==> src/rtl/act_pkg.sv <==
// Shared types and constants for the activation-accumulator sequencer.
package act_pkg;

  typedef enum logic [1:0] {
    StIdle,
    StRun,
    StCapture,
    StOut
  } act_state_e;

  localparam int unsigned DBL_SIGN_BIT = 63;

  localparam logic [31:0] J_RUN  = 32'd0;
  localparam logic [31:0] J_HOLD = 32'd1;

  // 15 weight terms plus the bias term.
  localparam int unsigned MAC_CYCLES_DEFAULT = 16;

endpackage

==> src/rtl/act_sequencer_if.sv <==
// Result stream from the sequencer to the hidden-layer buffer (valid/ready).
interface act_sequencer_if;

  logic        res_valid;
  logic        res_ready;
  logic [63:0] res_data;
  logic [31:0] res_neuron;
  logic [31:0] res_sample;

  modport master (
    output res_valid,
    output res_data,
    output res_neuron,
    output res_sample,
    input  res_ready
  );

  modport slave (
    input  res_valid,
    input  res_data,
    input  res_neuron,
    input  res_sample,
    output res_ready
  );

endinterface

==> src/rtl/relu_dbl.sv <==
// Sign-bit ReLU on an IEEE-754 double; only built when ACT_RELU_EN is defined.
`ifdef ACT_RELU_EN
module relu_dbl
  import act_pkg::*;
(
  input  logic [63:0] din,
  output logic [63:0] dout
);

  // -0.0 also maps to +0.0; NaN with a clear sign passes unchanged.
  assign dout = din[DBL_SIGN_BIT] ? 64'h0 : din;

endmodule
`endif

==> src/rtl/act_sequencer.sv <==
// Walks sample/neuron indices for the activation accumulator and streams its results.
// Optional ACT_RELU_EN: clamp negative results (sign bit set) to 64'h0.
module act_sequencer
  import act_pkg::*;
#(
  parameter int unsigned N_NEURONS  = 8,
  parameter int unsigned N_SAMPLES  = 4,
  parameter int unsigned MAC_CYCLES = MAC_CYCLES_DEFAULT
) (
  input  logic             clk,
  input  logic             rst,
  input  logic             start,
  output logic [31:0]      i,
  output logic [31:0]      j,
  output logic [31:0]      n_n1,
  input  logic [63:0]      act_out,
  input  logic             done_act_1,
  act_sequencer_if.master  res,
  output logic             busy,
  output logic             run_done,
  output logic             err
);

  act_state_e  state;
  logic [31:0] mac_cnt;
  logic [63:0] act_filt;
  logic        last_neuron;
  logic        last_sample;

`ifdef ACT_RELU_EN
  relu_dbl u_relu (
    .din  (act_out),
    .dout (act_filt)
  );
`else
  assign act_filt = act_out;
`endif

  assign last_neuron = (n_n1 == N_NEURONS - 1);
  assign last_sample = (i == N_SAMPLES - 1);

  always_ff @(posedge clk) begin
    if (rst) begin
      state          <= StIdle;
      i              <= '0;
      n_n1           <= '0;
      j              <= J_HOLD;
      mac_cnt        <= '0;
      res.res_valid  <= 1'b0;
      res.res_data   <= '0;
      res.res_neuron <= '0;
      res.res_sample <= '0;
      busy           <= 1'b0;
      run_done       <= 1'b0;
      err            <= 1'b0;
    end else begin
      run_done <= 1'b0;
      unique case (state)
        StIdle: begin
          if (start) begin
            state   <= StRun;
            i       <= '0;
            n_n1    <= '0;
            mac_cnt <= '0;
            j       <= J_RUN;
            busy    <= 1'b1;
          end
        end
        StRun: begin
          if (mac_cnt == MAC_CYCLES - 1) begin
            j       <= J_HOLD;
            mac_cnt <= '0;
            state   <= StCapture;
          end else begin
            mac_cnt <= mac_cnt + 32'd1;
          end
        end
        StCapture: begin
          // A missing done pulse is flagged but the value is still forwarded.
          res.res_data   <= act_filt;
          res.res_valid  <= 1'b1;
          res.res_neuron <= n_n1;
          res.res_sample <= i;
          if (!done_act_1) err <= 1'b1;
          state <= StOut;
        end
        StOut: begin
          if (res.res_valid && res.res_ready) begin
            res.res_valid <= 1'b0;
            if (!last_neuron) begin
              n_n1  <= n_n1 + 32'd1;
              j     <= J_RUN;
              state <= StRun;
            end else if (!last_sample) begin
              n_n1  <= '0;
              i     <= i + 32'd1;
              j     <= J_RUN;
              state <= StRun;
            end else begin
              // Indices stay put so they only ever move on a hold-to-run edge.
              run_done <= 1'b1;
              busy     <= 1'b0;
              state    <= StIdle;
            end
          end
        end
        default: state <= StIdle;
      endcase
    end
  end

endmodule
==> src/flat_wrapper.sv <==
// flat-port wrapper written by rule: the top's interface ports become plain ports
module act_sequencer_flat import act_pkg::*;
#(
  parameter int unsigned N_NEURONS  = 8,
  parameter int unsigned N_SAMPLES  = 4,
  parameter int unsigned MAC_CYCLES = MAC_CYCLES_DEFAULT
)
  (clk, rst, start, i, j, n_n1, act_out, done_act_1, busy, run_done, err, res_res_valid, res_res_data, res_res_neuron, res_res_sample, res_res_ready);
  act_sequencer_if res_i ();
  input  logic clk;
  input  logic rst;
  input  logic start;
  output logic [31:0] i;
  output logic [31:0] j;
  output logic [31:0] n_n1;
  input  logic [63:0] act_out;
  input  logic done_act_1;
  output logic busy;
  output logic run_done;
  output logic err;
  output wire logic [$bits(res_i.res_valid)-1:0] res_res_valid;
  output wire logic [$bits(res_i.res_data)-1:0] res_res_data;
  output wire logic [$bits(res_i.res_neuron)-1:0] res_res_neuron;
  output wire logic [$bits(res_i.res_sample)-1:0] res_res_sample;
  input wire logic [$bits(res_i.res_ready)-1:0] res_res_ready;
  assign res_res_valid = res_i.res_valid;
  assign res_res_data = res_i.res_data;
  assign res_res_neuron = res_i.res_neuron;
  assign res_res_sample = res_i.res_sample;
  assign res_i.res_ready = res_res_ready;
  act_sequencer #(.N_NEURONS(N_NEURONS), .N_SAMPLES(N_SAMPLES), .MAC_CYCLES(MAC_CYCLES)) u_core (.clk(clk), .rst(rst), .start(start), .i(i), .j(j), .n_n1(n_n1), .act_out(act_out), .done_act_1(done_act_1), .res(res_i), .busy(busy), .run_done(run_done), .err(err));
endmodule
==> config.mk <==
export PLATFORM = sky130hd
export DESIGN_NAME = act_sequencer_flat
export DESIGN_NICKNAME = d
export VERILOG_FILES = /design/src/rtl/act_pkg.sv /design/src/rtl/act_sequencer_if.sv /design/src/rtl/relu_dbl.sv /design/src/rtl/act_sequencer.sv /design/src/flat_wrapper.sv
export SDC_FILE = /design/constraint.sdc
export NUM_CORES = 1
export LEC_CHECK = 0
export BUFFER_PORTS_ARGS = -buffer_cell sky130_fd_sc_hd__buf_2
export CORE_MARGIN = 2
export CORE_UTILIZATION = 47
export CTS_CLUSTER_DIAMETER = 150
export DETAILED_ROUTE_END_ITERATION = 8
export PLACE_DENSITY = 0.74
export SYNTH_ARGS = -nofsm -noshare
export SYNTH_HDL_FRONTEND = slang
export SYNTH_SLANG_ARGS = --single-unit
==> constraint.sdc <==
create_clock -name clk -period 3.1 [get_ports clk]
set_input_delay 0.465 -clock clk [delete_from_list [all_inputs] [get_ports clk]]
set_output_delay 0.465 -clock clk [all_outputs]
set_load 0.02 [all_outputs]
==> results of run 1 <==
[metrics by stage]
step | utilization [%] | area, µm² | setup WS (ns)
2_1_floorplan | - | 10000 | 0.910
3_3_place_gp | 54.6 | 11400 | 0.555
3_5_place_dp | 54.6 | 11400 | 0.424
4_1_cts | 59.0 | 12300 | 0.391
5_1_grt | 59.0 | 12300 | 0.234
6_report | 59.0 | 12300 | 0.372
[synth_stat cells, types with 6 or more instances]
cell	count
o21ai_0	18
dfxtp_1	231
xnor2_1	26
inv_1	17
or4_1	7
nor3_1	16
nand3_1	36
xor2_1	39
and3_1	15
o211ai_1	6
mux2i_1	131
ha_1	7
buf_2	15
clkbuf_1	24
nand4_1	36
or3_1	18
buf_4	32
nor4_1	29
and4_1	8
nand2_1	50
nor2_1	219
buf_1	16
a21oi_1	30
a211oi_1	6
[worst paths after layout]
path                                start                       to  slack (ns)  cells past startpoint
hold / removal                act_out[40]  u_core.res.res_data[40]        0.18                      3
setup / recovery          u_core.state[1]             u_core.i[12]        0.37                      8
setup reg to reg          u_core.state[1]             u_core.i[12]        0.37                      8
hold reg to reg   u_core.res.res_data[51]  u_core.res.res_data[51]        0.49                      2
[per-layer routing]
layer  up-vias  share of wire (%)
met2       244                 48
met5         -              0.052
met4         2                2.6
met3        54                5.6
li1       4180                  -
met1      4008                 44
[registers in the layout, indices dropped and copies added (netlist names)]
name,flops
u_core.res.res_data,64
u_core.busy,1
u_core.res.res_sample,32
u_core.mac_cnt,32
u_core.run_done,1
u_core.j,1
u_core.state,2
u_core.res.res_neuron,32
u_core.err,1
u_core.res.res_valid,1
u_core.i,32
u_core.n_n1,32
[cell type report]
cell class                 count  share of cell area, %
antenna                        1                 0.0204
sequential                   231                   37.6
clock inverter                10                   1.68
tap                          275                   2.80
clock buffer                  33                   5.83
multi-input combinational    771                   39.5
timing repair buffer         283                   12.0
inverter                      17                  0.519
[cells by family (layout without fill, tap and decap cells)]
logic type / count (synthesis) / count (layout) / share of synthesized area (%)
flops: 231 / 231 / 46.7
mux: 132 / 132 / 13.4
other cells: 1 / 32 / 0.0379
compound gates: 75 / 75 / 4.86
fa+ha+maj: 7 / 7 / 0.884
simple gates: 461 / 461 / 22.8
xor+xnor: 65 / 65 / 5.75
buf+inv: 107 / 343 / 5.62
[worst register-to-register path, cell delays in order (launching register included)]
cell and delay (ns):
dfxtp_1 0.43, inv_1 0.10, ha_1 0.25, nor2b_4 0.16, or3_1 0.54, a21o_1 0.42, buf_4 0.26, or3_1 0.35
a21oi_1 0.15
[power groups by stage]
| stage | Clock [mW] | Combinational (mW) | Sequential (mW) |
|---|---|---|---|
| after global placement | 0 | 2.10 | 3.34 |
| after floorplan | 0 | 1.38 | 3.58 |
| final | 3.30 | 2.15 | 3.29 |
| after global routing | 3.48 | 2.31 | 3.31 |
| after CTS | 3.37 | 2.15 | 3.29 |
| after detailed placement | 0 | 2.14 | 3.35 |
==> flow_summary.ini, run 1 <==
[timing]
fmax_mhz = 367
setup_viol = 0
period_share_pct = 88.0
tightest_slew_ns = 0.690
holdWs_ns = 0.181
rsz0062_at_grt = false
maxSlewHeadroom_pct = 53.5
drv_slew = 0
period_minus_slack_ns = 2.73
hold_viol = 0
fin_skew_ns = 0.0187
setup_tns_ns = 0

[finish]
multiInputGateArea_um2 = 4850
nFillCells = 1806
areaGrowthSynthToFinish_pct = 24.0
drive_gt1_share_pct = 25.3
mostFrequentLayoutCells = buf_2 (264), dfxtp_1 (231), nor2_1 (219)
seqCellArea_um2 = 4620
layout.cells.non_filler = 1621
final_common_cell = buf_2
final_nets = 1405

[worst_setup_path]
cp_cell_sequence = inv_1 > ha_1 > nor2b_4 > or3_1 > a21o_1 > buf_4 > or3_1 > a21oi_1
crit_buf_inv = 2
crit_fanout = 16
worstPathArrival_ns = 3.18
critPathSlowestCell = or3_1
max_stage_delay_ns = 0.54
required_ns = 3.55
critPathKind = reg2reg
crit_path_start_kind = flop
cpMostUsedCell = or3_1
path_delay_family = simple AND/OR/NAND/NOR gates
worstSetupEndpointType = flop

[die]
dieArea_um2 = 22300
rows = 53
die_w_um = 149
pin_count = 297
initial_core_util_pct = 47.6
die_h_um = 149
core-area_um2 = 20800

[clock_network]
post_cts_resized = 0
hold_buffers = 0
clockBufferDepth = 3
ctsRootBufferMaster = clkbuf_16
h-tree-depth = 1
clk_pin_slew_ns = 0.06
clock_latency_ns = 0.52
numCtsBuffers = 25
cts_setup_buffers = 0
clock-sinks = 231
cts_tree = yes

[yosys]
synth.top_cell.area_share_pct = 46.7
synth_cells = 1079
async_flop_share_pct = 0
syn-cell-area_um2 = 9900
synth.area.top_cells = dfxtp_1 (47%), mux2i_1 (13%), nor2_1 (8.3%), xor2_1 (3.4%), buf_4 (2.4%)
ys_seq_area_share_pct = 46.7
synth_top_area_cell = dfxtp_1
synth_edf_count = 0
synth.distinct_cells = 51
ys_warn_count = 0
avgSynthCellArea_um2 = 9.18
synth_seq_cells = 231
synth-main-ff-cell = dfxtp_1

[global_routing]
grt.met3_usage_pct = 3.52
grt_pass1_vias = 7674
use_met2_pct = 35.9
grt.busiest_layer = met2
grt_pass1_wl_mm = 38.8
grt_max_degree = 57
grt_use_met1_pct = 27.4
overflow = 0
grt_use_total_pct = 21.1
antenna_found_initial = 1

[placement]
port_buffers = 265
hpwl_mm = 17.4
dpl.cell_count = 1577
place.gp.congestion = 0.809

[pwr]
peakVddDrop_mv = 0.365
p_leak_nw = 5.11
p_int_mw = 6.06
pwr-share-clk_pct = 37.8
p_seq_share_pct = 37.7
power.total_mw = 8.73
swShare_pct = 30.6
comb_power_share_pct = 24.6
p_switching_mw = 2.67
p_per_area_nw_per_um2 = 711

[run]
cap_viol_max_count = 0

[outcome]
status = finished clean

[route]
avgViaCountPerCell = 5.24
drt-initial-drc-count = 328
wl_per_cell_um = 15.3
wl_mm = 24.8
drc = 0
firstDrtPassIters = 5
vias = 8488
drt.antenna.violating_nets = 0

[worst_hold_path]
hp-class = in2reg
(Power assumes the default switching activity.)
==> run 2: changes to the inputs <==
--- a/config.mk
+++ b/config.mk
@@ -10,7 +10,7 @@
 export CORE_UTILIZATION = 47
 export CTS_CLUSTER_DIAMETER = 150
 export DETAILED_ROUTE_END_ITERATION = 8
-export PLACE_DENSITY = 0.74
+export PLACE_DENSITY = 0.78
 export SYNTH_ARGS = -nofsm -noshare
 export SYNTH_HDL_FRONTEND = slang
 export SYNTH_SLANG_ARGS = --single-unit
==> run 2 against run 1 <==
  * Global-route usage barely moved
  * Hold slack better by 0.014 ns
  * Clock skew is 0.0085 ns lower
  * Clock-buffer cell count is 2 higher
  * Flip-flop and latch count is the same
  * Sequential power about the same
  * Highest routed layer is now met4
  * Non-clock buffer count up 2
  * Utilization down 0.47 points
  * Wire length decreased by 1.4%
  * Power decreased by 5.0%
  * Critical endpoint is now u_core.i[25]
==> flow_summary.ini, run 2 (synthesis results as in run 1) <==
[outcome]
status = finished clean

[route]
vias = 8538
avgViaCountPerCell = 5.26
wl_mm = 24.5
drc = 0
wl_per_cell_um = 15.1
wl_met2_mm = 11.8
met1_length_mm = 10.6
drt-initial-drc-count = 546
firstDrtPassIters = 5
wl_met3_mm = 1.68
highest_layer = met4
drt.antenna.violating_nets = 0

[pwr]
swShare_pct = 31.4
p_per_area_nw_per_um2 = 681
comb_power_share_pct = 26.0
p_seq_share_pct = 39.7
p_int_mw = 5.69
p_switching_mw = 2.61
pwr-share-clk_pct = 34.3
p_leak_nw = 5.08
peakVddDrop_mv = 0.510

[clock_network]
cts_tree = yes
clock_latency_ns = 0.51
numCtsBuffers = 24
post_cts_resized = 0
clk_pin_slew_ns = 0.06
h-tree-depth = 1
ctsRootBufferMaster = clkbuf_16
clockBufferDepth = 3
cts_setup_buffers = 0
clock-sinks = 231
hold_buffers = 0

[finish]
mostFrequentLayoutCells = buf_2 (264), dfxtp_1 (231), nor2_1 (219)
nFillCells = 1822
drive_gt1_share_pct = 25.3
final_nets = 1406
regMostFlops = u_core.res.res_data
layout.cells.non_filler = 1622
final_common_cell = buf_2
antenna_cells = 0
areaGrowthSynthToFinish_pct = 23.0
largest_register_ffs = 64

[die]
die_h_um = 149
die_w_um = 149
rows = 53
initial_core_util_pct = 47.6
core-area_um2 = 20800
pin_count = 297
dieArea_um2 = 22300

[worst_setup_path]
worstPathArrival_ns = 3.13
crit_buf_inv = 2
max_stage_delay_ns = 0.54
critPathSlowestCell = or3_1
cp_cell_sequence = inv_1 > ha_1 > nor2b_4 > or3_1 > a21o_1 > buf_4 > or3_1 > a21oi_1
worstSetupEndpointType = flop
required_ns = 3.54
critPathKind = reg2reg
crit_fanout = 20
path_delay_family = simple AND/OR/NAND/NOR gates
cpMostUsedCell = or3_1
crit_path_start_kind = flop

[timing]
period_minus_slack_ns = 2.68
rsz0062_at_grt = false
tightest_slew_ns = 0.911
setup_tns_ns = 0
setup_viol = 0
fmax_mhz = 372
maxSlewHeadroom_pct = 39.2
fin_skew_ns = 0.0101
drv_slew = 0
hold_viol = 0
period_share_pct = 86.6

[placement]
place.gp.congestion = 0.835
dpl.cell_count = 1579
hpwl_mm = 17.6
port_buffers = 265

[global_routing]
grt_pass1_vias = 7630
overflow = 0
antenna_found_initial = 0
grt_pass1_wl_mm = 39.0
grt_max_degree = 86
grt_use_total_pct = 21.2

[run]
cap_viol_max_count = 0

[worst_hold_path]
hp-class = in2reg
==> run 2: cell count changes in the layout (fill, tap and decap cells not counted) <==
cell        previous run  this run
clkinv_4               1         0
clkbuf_1               2         3
bufinv_16              6         1
diode_2                1         0
clkinvlp_4             1         0
buf_4                 18        19
clkbuf_8               6         7
clkinv_2               2         7
buf_12                 1         2
==> run 2: power by group through the flow <==
stage          Clock, mW  Sequential [mW]  Combinational, mW
2_1_floorplan          0             3.58               1.38
3_5_place_dp           0             3.36               2.17
4_1_cts             2.92             3.29               2.17
3_3_place_gp           0             3.35               2.12
6_report            2.85             3.29               2.16
5_1_grt             3.04             3.31               2.33
==> run 2: per-stage QoR <==
stage / hold WS [ns] / total power, mW / area (µm²) / util (%) / setup slack (ns)
after detailed placement: 0.473 / 5.52 / 11400 / 54.7 / 0.432
final: 0.195 / 8.30 / 12200 / 58.5 / 0.415
after global routing: 0.184 / 8.68 / 12200 / 58.5 / 0.165
after floorplan: 0.479 / 4.96 / 10000 / - / 0.910
after CTS: 0.175 / 8.38 / 12200 / 58.5 / 0.414
after global placement: 0.447 / 5.47 / 11400 / 54.7 / 0.518
==> run 2: tightest hold or removal path: stages <==
cell and delay [ns]:
buf_2 0.08, mux2i_1 0.05, nor2_1 0.07
==> run 2: layout make-up <==
class | instances | area (µm²) | share of cell area (%)
clock inverter | 8 | 65.1 | 0.534
timing repair buffer | 285 | 1500 | 12.3
sequential | 231 | 4620 | 37.9
multi-input combinational | 771 | 4850 | 39.8
clock buffer | 35 | 733 | 6.02
tap | 275 | 344 | 2.82
inverter | 17 | 63.8 | 0.524
==> run 2: worst paths after layout <==
kind / start / endpoint / slack [ns] / cells past startpoint
setup / recovery: u_core.state[0] / u_core.i[25] / 0.42 / 8
hold / removal: act_out[21] / u_core.res.res_data[21] / 0.20 / 3
setup reg to reg: u_core.state[0] / u_core.i[25] / 0.42 / 8
hold reg to reg: u_core.res.res_sample[23] / u_core.res.res_sample[23] / 0.49 / 2
==> run 2: per-layer routing <==
metal,GRT usage [%],vias up
met5,0,-
met4,6.05,0
met3,3.79,44
met2,35.8,302
met1,27.8,4008
li1,-,4184
==> run 3: changes to the inputs <==
--- a/config.mk
+++ b/config.mk
@@ -11,6 +11,7 @@
 export CTS_CLUSTER_DIAMETER = 150
 export DETAILED_ROUTE_END_ITERATION = 8
 export PLACE_DENSITY = 0.78
+export RECOVER_POWER = 25
 export SYNTH_ARGS = -nofsm -noshare
 export SYNTH_HDL_FRONTEND = slang
 export SYNTH_SLANG_ARGS = --single-unit
==> run 3 against run 2 <==
  * Clock skew fell by 0.0012 ns
  * Fmax rose by 0.45%
  * Critical endpoint unchanged
  * Highest routed layer unchanged
  * Flip-flop and latch count did not move
==> flow_summary.ini, run 3 (synthesis results as in run 1) <==
[route]
drt.antenna.violating_nets = 0
wl_met2_mm = 11.8
vias = 8537
wl_met3_mm = 1.62
drt-initial-drc-count = 532
met1_length_mm = 10.7
highest_layer = met4
wl_per_cell_um = 15.2
wl_mm = 24.6
drc = 0
firstDrtPassIters = 5
avgViaCountPerCell = 5.26

[pwr]
p_leak_nw = 4.69
p_per_area_nw_per_um2 = 686
pwr-share-clk_pct = 34.5
p_seq_share_pct = 39.8
swShare_pct = 31.6
peakVddDrop_mv = 0.509
p_int_mw = 5.66
comb_power_share_pct = 25.7
p_switching_mw = 2.61

[finish]
drive_gt1_share_pct = 18.6
areaGrowthSynthToFinish_pct = 21.8
final_nets = 1406
antenna_cells = 0
largest_register_ffs = 64
regMostFlops = u_core.res.res_data
mostFrequentLayoutCells = dfxtp_1 (231), nor2_1 (219), buf_2 (174)
final_common_cell = dfxtp_1

[clock_network]
numCtsBuffers = 24
clk_pin_slew_ns = 0.06
ctsRootBufferMaster = clkbuf_16
cts_setup_buffers = 0
clockBufferDepth = 3
cts_tree = yes
clock_latency_ns = 0.51
clock-sinks = 231
h-tree-depth = 1
hold_buffers = 0
post_cts_resized = 0

[worst_setup_path]
crit_fanout = 20
required_ns = 3.54
cpMostUsedCell = or3_1
crit_path_start_kind = flop
critPathSlowestCell = or3_1
worstSetupEndpointType = flop
cp_cell_sequence = inv_1 > ha_1 > nor2b_4 > or3_1 > a21o_1 > buf_4 > or3_1 > a21oi_1
critPathKind = reg2reg
worstPathArrival_ns = 3.11
max_stage_delay_ns = 0.54

[global_routing]
overflow = 0
grt_max_degree = 86
antenna_found_initial = 0
grt_pass1_vias = 7630
grt_pass1_wl_mm = 39.0
grt_use_total_pct = 21.2

[timing]
setup_tns_ns = 0
fin_skew_ns = 0.00891
setup_viol = 0
drv_slew = 0
period_share_pct = 86.2
setup_slack_ns = 0.427
fmax_mhz = 374
rsz0062_at_grt = false
tightest_slew_ns = 1.46
hold_viol = 0
period_minus_slack_ns = 2.67
maxSlewHeadroom_pct = 2.88

[run]
cap_viol_max_count = 0

[placement]
port_buffers = 265
place.gp.congestion = 0.835
preCtsSetupSlack_ns = 0.432
hpwl_mm = 17.6

[die]
die_w_um = 149
die_h_um = 149
pin_count = 297
initial_core_util_pct = 47.6
core-area_um2 = 20800
dieArea_um2 = 22300
rows = 53

[worst_hold_path]
hp-class = in2reg

[outcome]
status = finished clean
## run 3: changes by cell type in the layout (fill, tap and decap cells not counted), sizes merged
cell / previous run / this run
clkbuf: 35 / 125
buf: 285 / 195
## run 3: worst paths after layout
kind | startpoint | to | slack [ns] | depth (start not counted)
setup / recovery | u_core.state[0] | u_core.i[25] | 0.43 | 8
hold / removal | act_out[63] | u_core.res.res_data[63] | 0.19 | 3
setup reg to reg | u_core.state[0] | u_core.i[25] | 0.43 | 8
hold reg to reg | u_core.res.res_sample[14] | u_core.res.res_sample[14] | 0.49 | 2
## run 3: cell type report
type	instances	area [µm²]
clock inverters	8	65.1
inverters	17	63.8
multi-input cells	771	4840
clock buffers	35	733
fillers	1867	8760
well taps	275	344
repair buffers	285	1390
flip-flops and latches	231	4620
## run 3: power groups by stage
stage                     clock network, mW  registers, mW  logic [mW]
after floorplan                           0           3.58        1.38
after CTS                              2.92           3.29        2.17
after detailed placement                  0           3.36        2.17
after global routing                   3.04           3.32        2.29
final                                  2.86           3.30        2.12
after global placement                    0           3.35        2.12
## run 3: routing by layer
| layer | up-vias | global-route usage, % |
|---|---|---|
| met4 | 0 | 6.05 |
| met3 | 40 | 3.79 |
| met5 | - | 0 |
| met1 | 4035 | 27.8 |
| li1 | 4174 | - |
| met2 | 288 | 35.8 |
## run 3: worst max-delay path: cells and delay by family (launching register included)
family / cells / cell delay, ns
buf+inv: 2 / 0.35
flops: 1 / 0.38
compound gates: 2 / 0.57
fa+ha+maj: 1 / 0.27
simple gates: 3 / 1.04
## run 3: metrics by stage
| step | utilization (%) | power [mW] | area (µm²) | hold WS (ns) | instances |
|---|---|---|---|---|---|
| finish | 57.9 | 8.27 | 12100 | 0.194 | 1622 |
| global route | 57.9 | 8.65 | 12100 | 0.184 | 1622 |
| CTS | 58.5 | 8.38 | 12200 | 0.175 | 1622 |
| detailed placement | 54.7 | 5.52 | 11400 | 0.473 | 1579 |
| global placement | 54.7 | 5.47 | 11400 | 0.447 | 1579 |
| floorplan | - | 4.96 | 10000 | 0.479 | 1109 |
